**config.mk**
```make
export PLATFORM = sky130hd
export DESIGN_NAME = upt_stream_arbiter
export DESIGN_NICKNAME = d
export VERILOG_FILES = /design/src/rtl/upt_stream_arbiter.sv
export SDC_FILE = /design/constraint.sdc
export NUM_CORES = 1
export LEC_CHECK = 0
export ABC_AREA = 1
export ABC_CLOCK_PERIOD_IN_PS = 2900
export CELL_PAD_IN_SITES_DETAIL_PLACEMENT = 1
export CELL_PAD_IN_SITES_GLOBAL_PLACEMENT = 2
export CORE_ASPECT_RATIO = 0.75
export CORE_MARGIN = 2
export CORE_UTILIZATION = 14
export CTS_CLUSTER_DIAMETER = 30
export DETAILED_ROUTE_END_ITERATION = 12
export PLACE_DENSITY = 0.94
export SETUP_SLACK_MARGIN = 0.02
export SYNTH_ARGS = -nofsm -noshare
export SYNTH_HDL_FRONTEND = slang
export SYNTH_SLANG_ARGS = --single-unit
```
**constraint.sdc**
```tcl
create_clock -name clk -period 2.9 [get_ports clk]
set_clock_uncertainty 0.1 [all_clocks]
set_input_delay 0.435 -clock clk [delete_from_list [all_inputs] [get_ports clk]]
set_output_delay 0.435 -clock clk [all_outputs]
set_load 0.02 [all_outputs]
```
**src/rtl/upt_stream_arbiter.sv**
```systemverilog
// Round-robin arbiter sharing one streaming matrix engine between two requesters.
// Grants whole matrices; a tag FIFO sends each returned matrix back to the requester that sent it.
module upt_stream_arbiter #(
    parameter int unsigned SIZE       = 4,
    parameter int unsigned DATA_WIDTH = 32,
    parameter int unsigned TAG_DEPTH  = 4
) (
    input  logic                  clk,
    input  logic                  rst,
    input  logic [DATA_WIDTH-1:0] s0_tdata,
    input  logic                  s0_tvalid,
    output logic                  s0_tready,
    input  logic [DATA_WIDTH-1:0] s1_tdata,
    input  logic                  s1_tvalid,
    output logic                  s1_tready,
    output logic [DATA_WIDTH-1:0] eng_in_tdata,
    output logic                  eng_in_tvalid,
    input  logic                  eng_in_tready,
    input  logic [DATA_WIDTH-1:0] eng_out_tdata,
    input  logic                  eng_out_tvalid,
    output logic                  eng_out_tready,
    output logic [DATA_WIDTH-1:0] m0_tdata,
    output logic                  m0_tvalid,
    input  logic                  m0_tready,
    output logic [DATA_WIDTH-1:0] m1_tdata,
    output logic                  m1_tvalid,
    input  logic                  m1_tready,
    output logic                  busy
);

    localparam int unsigned BEATS = SIZE * SIZE;
    localparam int unsigned CW    = (BEATS > 1) ? $clog2(BEATS) : 1;
    localparam int unsigned PW    = (TAG_DEPTH > 1) ? $clog2(TAG_DEPTH) : 1;
    localparam logic [CW-1:0] LAST_BEAT = CW'(BEATS - 1);
    localparam logic [PW:0]   FULL_CNT  = (PW + 1)'(TAG_DEPTH);

    typedef enum logic [1:0] {StIdle, StFwd0, StFwd1} state_t;

    state_t               r_state;
    logic [CW-1:0]        r_in_cnt;
    logic [CW-1:0]        r_out_cnt;
    logic                 r_last_grant;
    logic [TAG_DEPTH-1:0] r_tags;
    logic [PW-1:0]        r_wr_ptr;
    logic [PW-1:0]        r_rd_ptr;
    logic [PW:0]          r_count;

    logic w_full;
    logic w_empty;
    logic w_head;
    logic w_grant;
    logic w_grant_id;
    logic w_in_fire;
    logic w_out_fire;
    logic w_pop;

    assign w_full     = (r_count == FULL_CNT);
    assign w_empty    = (r_count == '0);
    assign w_head     = r_tags[r_rd_ptr];
    assign w_grant    = (r_state == StIdle) && (s0_tvalid || s1_tvalid) && !w_full;
    // On contention the requester that did not win last time goes next.
    assign w_grant_id = (s0_tvalid && s1_tvalid) ? ~r_last_grant : s1_tvalid;
    assign w_in_fire  = eng_in_tvalid && eng_in_tready;
    assign w_out_fire = eng_out_tvalid && eng_out_tready;
    assign w_pop      = w_out_fire && (r_out_cnt == LAST_BEAT);
    assign busy       = (r_state != StIdle) || !w_empty;

    always_comb begin
        eng_in_tdata  = '0;
        eng_in_tvalid = 1'b0;
        s0_tready     = 1'b0;
        s1_tready     = 1'b0;
        unique case (r_state)
            StFwd0: begin
                eng_in_tdata  = s0_tdata;
                eng_in_tvalid = s0_tvalid;
                s0_tready     = eng_in_tready;
            end
            StFwd1: begin
                eng_in_tdata  = s1_tdata;
                eng_in_tvalid = s1_tvalid;
                s1_tready     = eng_in_tready;
            end
            default: ;
        endcase
    end

    always_comb begin
        m0_tdata       = '0;
        m0_tvalid      = 1'b0;
        m1_tdata       = '0;
        m1_tvalid      = 1'b0;
        eng_out_tready = 1'b0;
        if (!w_empty) begin
            if (w_head) begin
                m1_tdata       = eng_out_tdata;
                m1_tvalid      = eng_out_tvalid;
                eng_out_tready = m1_tready;
            end else begin
                m0_tdata       = eng_out_tdata;
                m0_tvalid      = eng_out_tvalid;
                eng_out_tready = m0_tready;
            end
        end
    end

    always_ff @(posedge clk or negedge rst) begin
        if (!rst) begin
            r_state      <= StIdle;
            r_in_cnt     <= '0;
            r_last_grant <= 1'b1;
        end else begin
            unique case (r_state)
                StIdle: begin
                    if (w_grant) begin
                        r_state      <= w_grant_id ? StFwd1 : StFwd0;
                        r_last_grant <= w_grant_id;
                    end
                end
                StFwd0, StFwd1: begin
                    if (w_in_fire) begin
                        if (r_in_cnt == LAST_BEAT) begin
                            r_in_cnt <= '0;
                            r_state  <= StIdle;
                        end else begin
                            r_in_cnt <= r_in_cnt + CW'(1);
                        end
                    end
                end
                default: r_state <= StIdle;
            endcase
        end
    end

    always_ff @(posedge clk or negedge rst) begin
        if (!rst) begin
            r_out_cnt <= '0;
            r_tags    <= '0;
            r_wr_ptr  <= '0;
            r_rd_ptr  <= '0;
            r_count   <= '0;
        end else begin
            if (w_out_fire) begin
                r_out_cnt <= (r_out_cnt == LAST_BEAT) ? '0 : r_out_cnt + CW'(1);
            end
            if (w_grant) begin
                r_tags[r_wr_ptr] <= w_grant_id;
                r_wr_ptr         <= r_wr_ptr + PW'(1);
            end
            if (w_pop) begin
                r_rd_ptr <= r_rd_ptr + PW'(1);
            end
            // Push and pop in the same cycle leave the occupancy unchanged.
            if (w_grant && !w_pop) begin
                r_count <= r_count + (PW + 1)'(1);
            end else if (!w_grant && w_pop) begin
                r_count <= r_count - (PW + 1)'(1);
            end
        end
    end

endmodule

```
# Word-level counts from Yosys, hierarchy flattened
# Cells that the tools add are included.
# word_totals
elab_cells,78
in_bits,104
register_bits,22
# classes
mux,29
add_sub_neg,6
n_reduce_logical,23
order_cmp,3
n_eq_ne,8
bitwise_logic,1
# ops
cell,count
two-way mux 32 bit,4
case mux 32 bit (2 select lines),1
two-way mux 1 bit,11
logical AND 1 bit,9
adder 4 x 1 -> 4 bit (second input constant),2
== test 4 bit (second input constant),2
two-way mux 2 bit,4
two-way mux 4 bit,2
< comparator 2 x 3 -> 1 bit (second input constant),2
two-way mux 3 bit,2
!= test 2 bit (second input constant),3
adder 2 x 1 -> 2 bit (second input constant),2
bitwise mux 4 bit,1
logical NOT 1 bit,4
case mux 2 bit (2 select lines),1
AND reduction 2 bit,2
nonzero test 2 bit,2
adder 3 x 1 -> 3 bit (second input constant),1
== test 3 bit (second input constant),1
logical NOT 3 bit,1
AND reduction 3 bit,1
subtractor 3 x 1 -> 3 bit (second input constant),1
binary-select mux 1 bit (select 2 bit),1
demux 1 bit (select 2 bit),1
8 further kinds,9

# Logic depth before layout (Yosys ltp)
# logic_depth
depth_word,9
ltp_mapped,14
depth_no_buf,14

# Worst setup path after synthesis
# No wires, ideal clock.
# synth_timing
path_type,register -> register
startpoint,reg r_rd_ptr[0]
endpoint,reg r_count[2]
setup_time_ns,0.131
slack_ns,0.759
arrival_time_ns,1.910
t_required_ns,2.669
path_buffers,0
stages_incl_launch_ff,15
cell_sequence,dfrtp_1 -> inv_2 -> nand2_1 -> nand2_1 -> nand2_2 -> nand2_4 -> nor2_4 -> nor2_8 -> nand3_2 -> ha_1 -> inv_1 -> fa_1 -> a21oi_1 -> o21ai_0 -> xor2_1
# synth_between
elab_chain_cells,9
# synth_rtl
element,line_no,rtl
"start, declared",45,logic [PW-1:0] r_rd_ptr;
"start signal, assigned",151,r_rd_ptr <= r_rd_ptr + PW'(1);
binary-select mux 1 bit (select 2 bit) (*),59,assign w_head = r_tags[r_rd_ptr];
two-way mux 1 bit (not written as such) (*),59,
two-way mux 1 bit (*),95,if (w_head) begin
two-way mux 1 bit (*),94,if (!w_empty) begin
named net eng_out_tready,21,"output logic eng_out_tready,"
logical AND 1 bit (*),64,assign w_out_fire = eng_out_tvalid && eng_out_tready;
logical AND 1 bit (*),65,assign w_pop = w_out_fire && (r_out_cnt == LAST_BEAT);
logical NOT 1 bit,154,if (w_grant && !w_pop) begin
logical AND 1 bit,154,
two-way mux 3 bit or nonzero test 2 bit (tied branches),--,
"end signal, assigned",155,r_count <= r_count + (PW + 1)'(1);
"end signal, assigned",157,r_count <= r_count - (PW + 1)'(1);
"end, declared",46,logic [PW:0] r_count;
# Mark *: on every way through the listed nets, which the timed path passes. The rest lies on a longest branch. The select of a mux whose other input is x is not followed.
# A chain may end at the register's enable or synchronous reset.

# Final worst setup path
# layout_timing
startpoint,reg r_state[0]
endpoint,out eng_in_tdata[23]
# layout_between
elab_chain_cells,2
# layout_rtl
element,line_no,rtl
"start, declared",39,state_t r_state;
"start signal, assigned",109,r_state <= StIdle;
"start signal, assigned",116,r_state <= w_grant_id ? StFwd1 : StFwd0;
"start signal, assigned",124,r_state <= StIdle;
== test 2 bit or == test 2 x 1 -> 1 bit (tied branches),73,unique case (r_state)
case mux 32 bit (2 select lines) (*),73,
"end, declared",16,"output logic [DATA_WIDTH-1:0] eng_in_tdata,"
# Every way passes the cells marked *; elsewhere a longest branch is shown, timed or not.

==> metrics.txt <==
first-pass GRT wire length 16400 um; Top Ports 207; number of synthesized flops with an enable pin 0; RSZ-0062 raised after global routing false; Top delay family on crit path buffers and inverters; Max IR drop VDD 288 uV; maximum root-to-sink buffer count 2; Detailed Route WL a little over 10000 um; num rows 40; largest net degree at the start of global routing 40; fin area 4760 sq um; Fmax 0.362 GHz; syn_nets 491; Total GRT Usage 11.2%; DRC Markers 0; clock-pin slew of the registers on the worst-case setup and hold paths 0.06 ns; Mean Syn Cell Area about 6.1 sq um; Post-synth ARST share 100%; Synth Flop Type dfrtp_1; crit-path cells inv_1 > ha_1 > inv_1 > buf_4 > a21oi_1 > clkdlybuf4s50_1; share of layout cells above drive strength 1 5.77%; worst skew pair latency 0.26 ns; Remaining Overflow, GRT 0; Worst Tran Pin Value 0.361 ns; Die W around 150 um; period utilization between 90% and 100%; Hold WC Path Type register to register; GPL Wtd Cong 0.762; count of pins over their slew limit 0; critical path buffer and inverter count 4; largest area contributor in the netlist dfrtp_1; CP max stage cell clkdlybuf4s50_1; Final HPWL DP 8280 um; clock sinks 22; clk root buf clkbuf_16; CP Launch Type register; most used cell, CP inv_1; largest fanout on the critical path 33; Seq. cell area 552 sq um; TritonCTS clock tree built; most frequent cells after synthesis nand2_1 (99), nor3_1 (66), inv_1 (60); fin nets 688; most numerous cell in the Yosys netlist nand2_1; Die H 115 um; Tmin final 2.76 ns; vias per cell about 4.0; status complete, no violations; Port-buffer cells 206; post-DR wirelength/cell 13.1 um; placed cell areas ~4600 sq um; Synth top area share 22.9%; Cell Pwr Density 828 nW/um^2; routed via count 3095; multi-input logic area 1410 sq um; YS warnings 0; post-synth cell types 28; Placeable Area 16000 sq um; setup TNS 0 ns; vias in the first global route slightly above 3000; critical path class register to primary output; CP max stage delay 0.65 ns; Slew Limit Headroom 75.9%; synth top area cells dfrtp_1 (23%), nand2_1 (16%), nor3_1 (14%); Worst EP arrival about 2.2 ns; drt pass-1 iters 4; final hold violations 0; final setup vio count 0; WP data required between 2 and 2.5 ns; number of buffers created by CTS 3; # hold bufs at CTS 0; Initial Utilization 14.3%; Layout area overhead 107%; register area share after synthesis 24.0%; Cells after Synth roughly 380; die area 17500 sq um; crit path capture type primary output; Max Cap Violations 0; FILL cells 1961; setup slack, reg-to-reg ~0.54 ns; P_leak around 2.2 nW; antenna-violating nets left 0; FF+latch count, synth 22; drt first-iter violations 115; initial antenna violation count 0; # diodes 0; mapped cell area 2300 sq um; H-tree depth 1
[per-stage QoR]
step / power [W] / instances / hold slack, ns / utilization, % / setup WS, ns
floorplan: 0.00224 / 376 / 0.0394 / - / 0.759
global placement: 0.00356 / 778 / 0.384 / 28.8 / 0.365
detailed placement: 0.00358 / 778 / 0.394 / 28.8 / 0.325
CTS: 0.00402 / 782 / 0.406 / 29.5 / 0.0728
global route: 0.00428 / 782 / 0.435 / 29.7 / 0.0207
finish: 0.00394 / 782 / 0.404 / 29.7 / 0.139
[metal layers]
| layer | track usage (%) | vias to the layer above | routed length, um |
|---|---|---|---|
| li1 | - | 1590 | - |
| met5 | 0 | - | 0 |
| met1 | 15.7 | 1434 | 4880 |
| met3 | 1.55 | 9 | 279 |
| met4 | 1.31 | 0 | 74 |
| met2 | 19.1 | 62 | 5010 |
[worst paths after layout]
check | from | end | depth (start not counted)
worst max-delay path | r_state[0] | eng_in_tdata[23] | 6
worst min-delay path | r_in_cnt[2] | r_in_cnt[2] | 1
worst max register to register | r_state[0] | r_count[2] | 10
worst min register to register | r_in_cnt[2] | r_in_cnt[2] | 1
max in group asynchronous | rst | r_last_grant | 2
min in group asynchronous | rst | r_out_cnt[3] | 2
[cell families after synthesis]
group | Yosys count | synth area share, %
compound gates | 53 | 12.4
xor+xnor | 6 | 2.29
fa+ha+maj | 11 | 6.32
buf+inv | 86 | 14.7
flops | 22 | 24.0
mux | 1 | 0.490
simple gates | 197 | 39.7
[cells in the final DEF (no fill, tap or decap), drive strengths merged]
master | Yosys | layout
xor2 | 2 | 2
xnor2 | 4 | 4
or2 | 1 | 1
dfrtp | 21 | 21
o31ai | 2 | 2
dlymetal6s2s | 0 | 14
bufinv | 0 | 1
fa | 1 | 1
inv | 62 | 62
clkbuf | 9 | 3
nand4 | 2 | 2
nand2 | 102 | 102
mux2 | 1 | 1
o21ai | 14 | 14
nor3 | 66 | 66
dfstp | 1 | 1
nand3 | 17 | 17
nor2 | 9 | 9
clkdlybuf4s50 | 0 | 192
buf | 15 | 10
ha | 10 | 10
a21oi | 37 | 37
[power by group]
group	leakage, nW	total (W)	internal [W]	switching [W]
combinational	1.86	0.00299	0.00127	0.00172
sequential	0.273	0.000556	0.000446	0.000110
clock	0.0511	0.000392	0.000274	0.000118
[sequential cells by signal (all words and copies together) (netlist names)]
register      cells
r_count           3
r_rd_ptr          2
r_last_grant      1
r_out_cnt         4
r_in_cnt          4
r_wr_ptr          2
r_tags            4
r_state           2
[layout make-up]
cell class	count	share of cell area, %
multi-input combinational	268	29.6
timing repair buffer	216	46.2
clock inverter	1	0.631
inverter	62	4.94
sequential	22	11.6
clock buffer	3	1.58
tap	210	5.52
[what timing repair did]
action                                  4_1_cts  5_1_grt
gates resized for setup                       0       16
buffers inserted                              0        0
endpoints found under the setup margin        0       40
hold endpoints to repair                      0        0
Power figures use the tool's default switching activity.
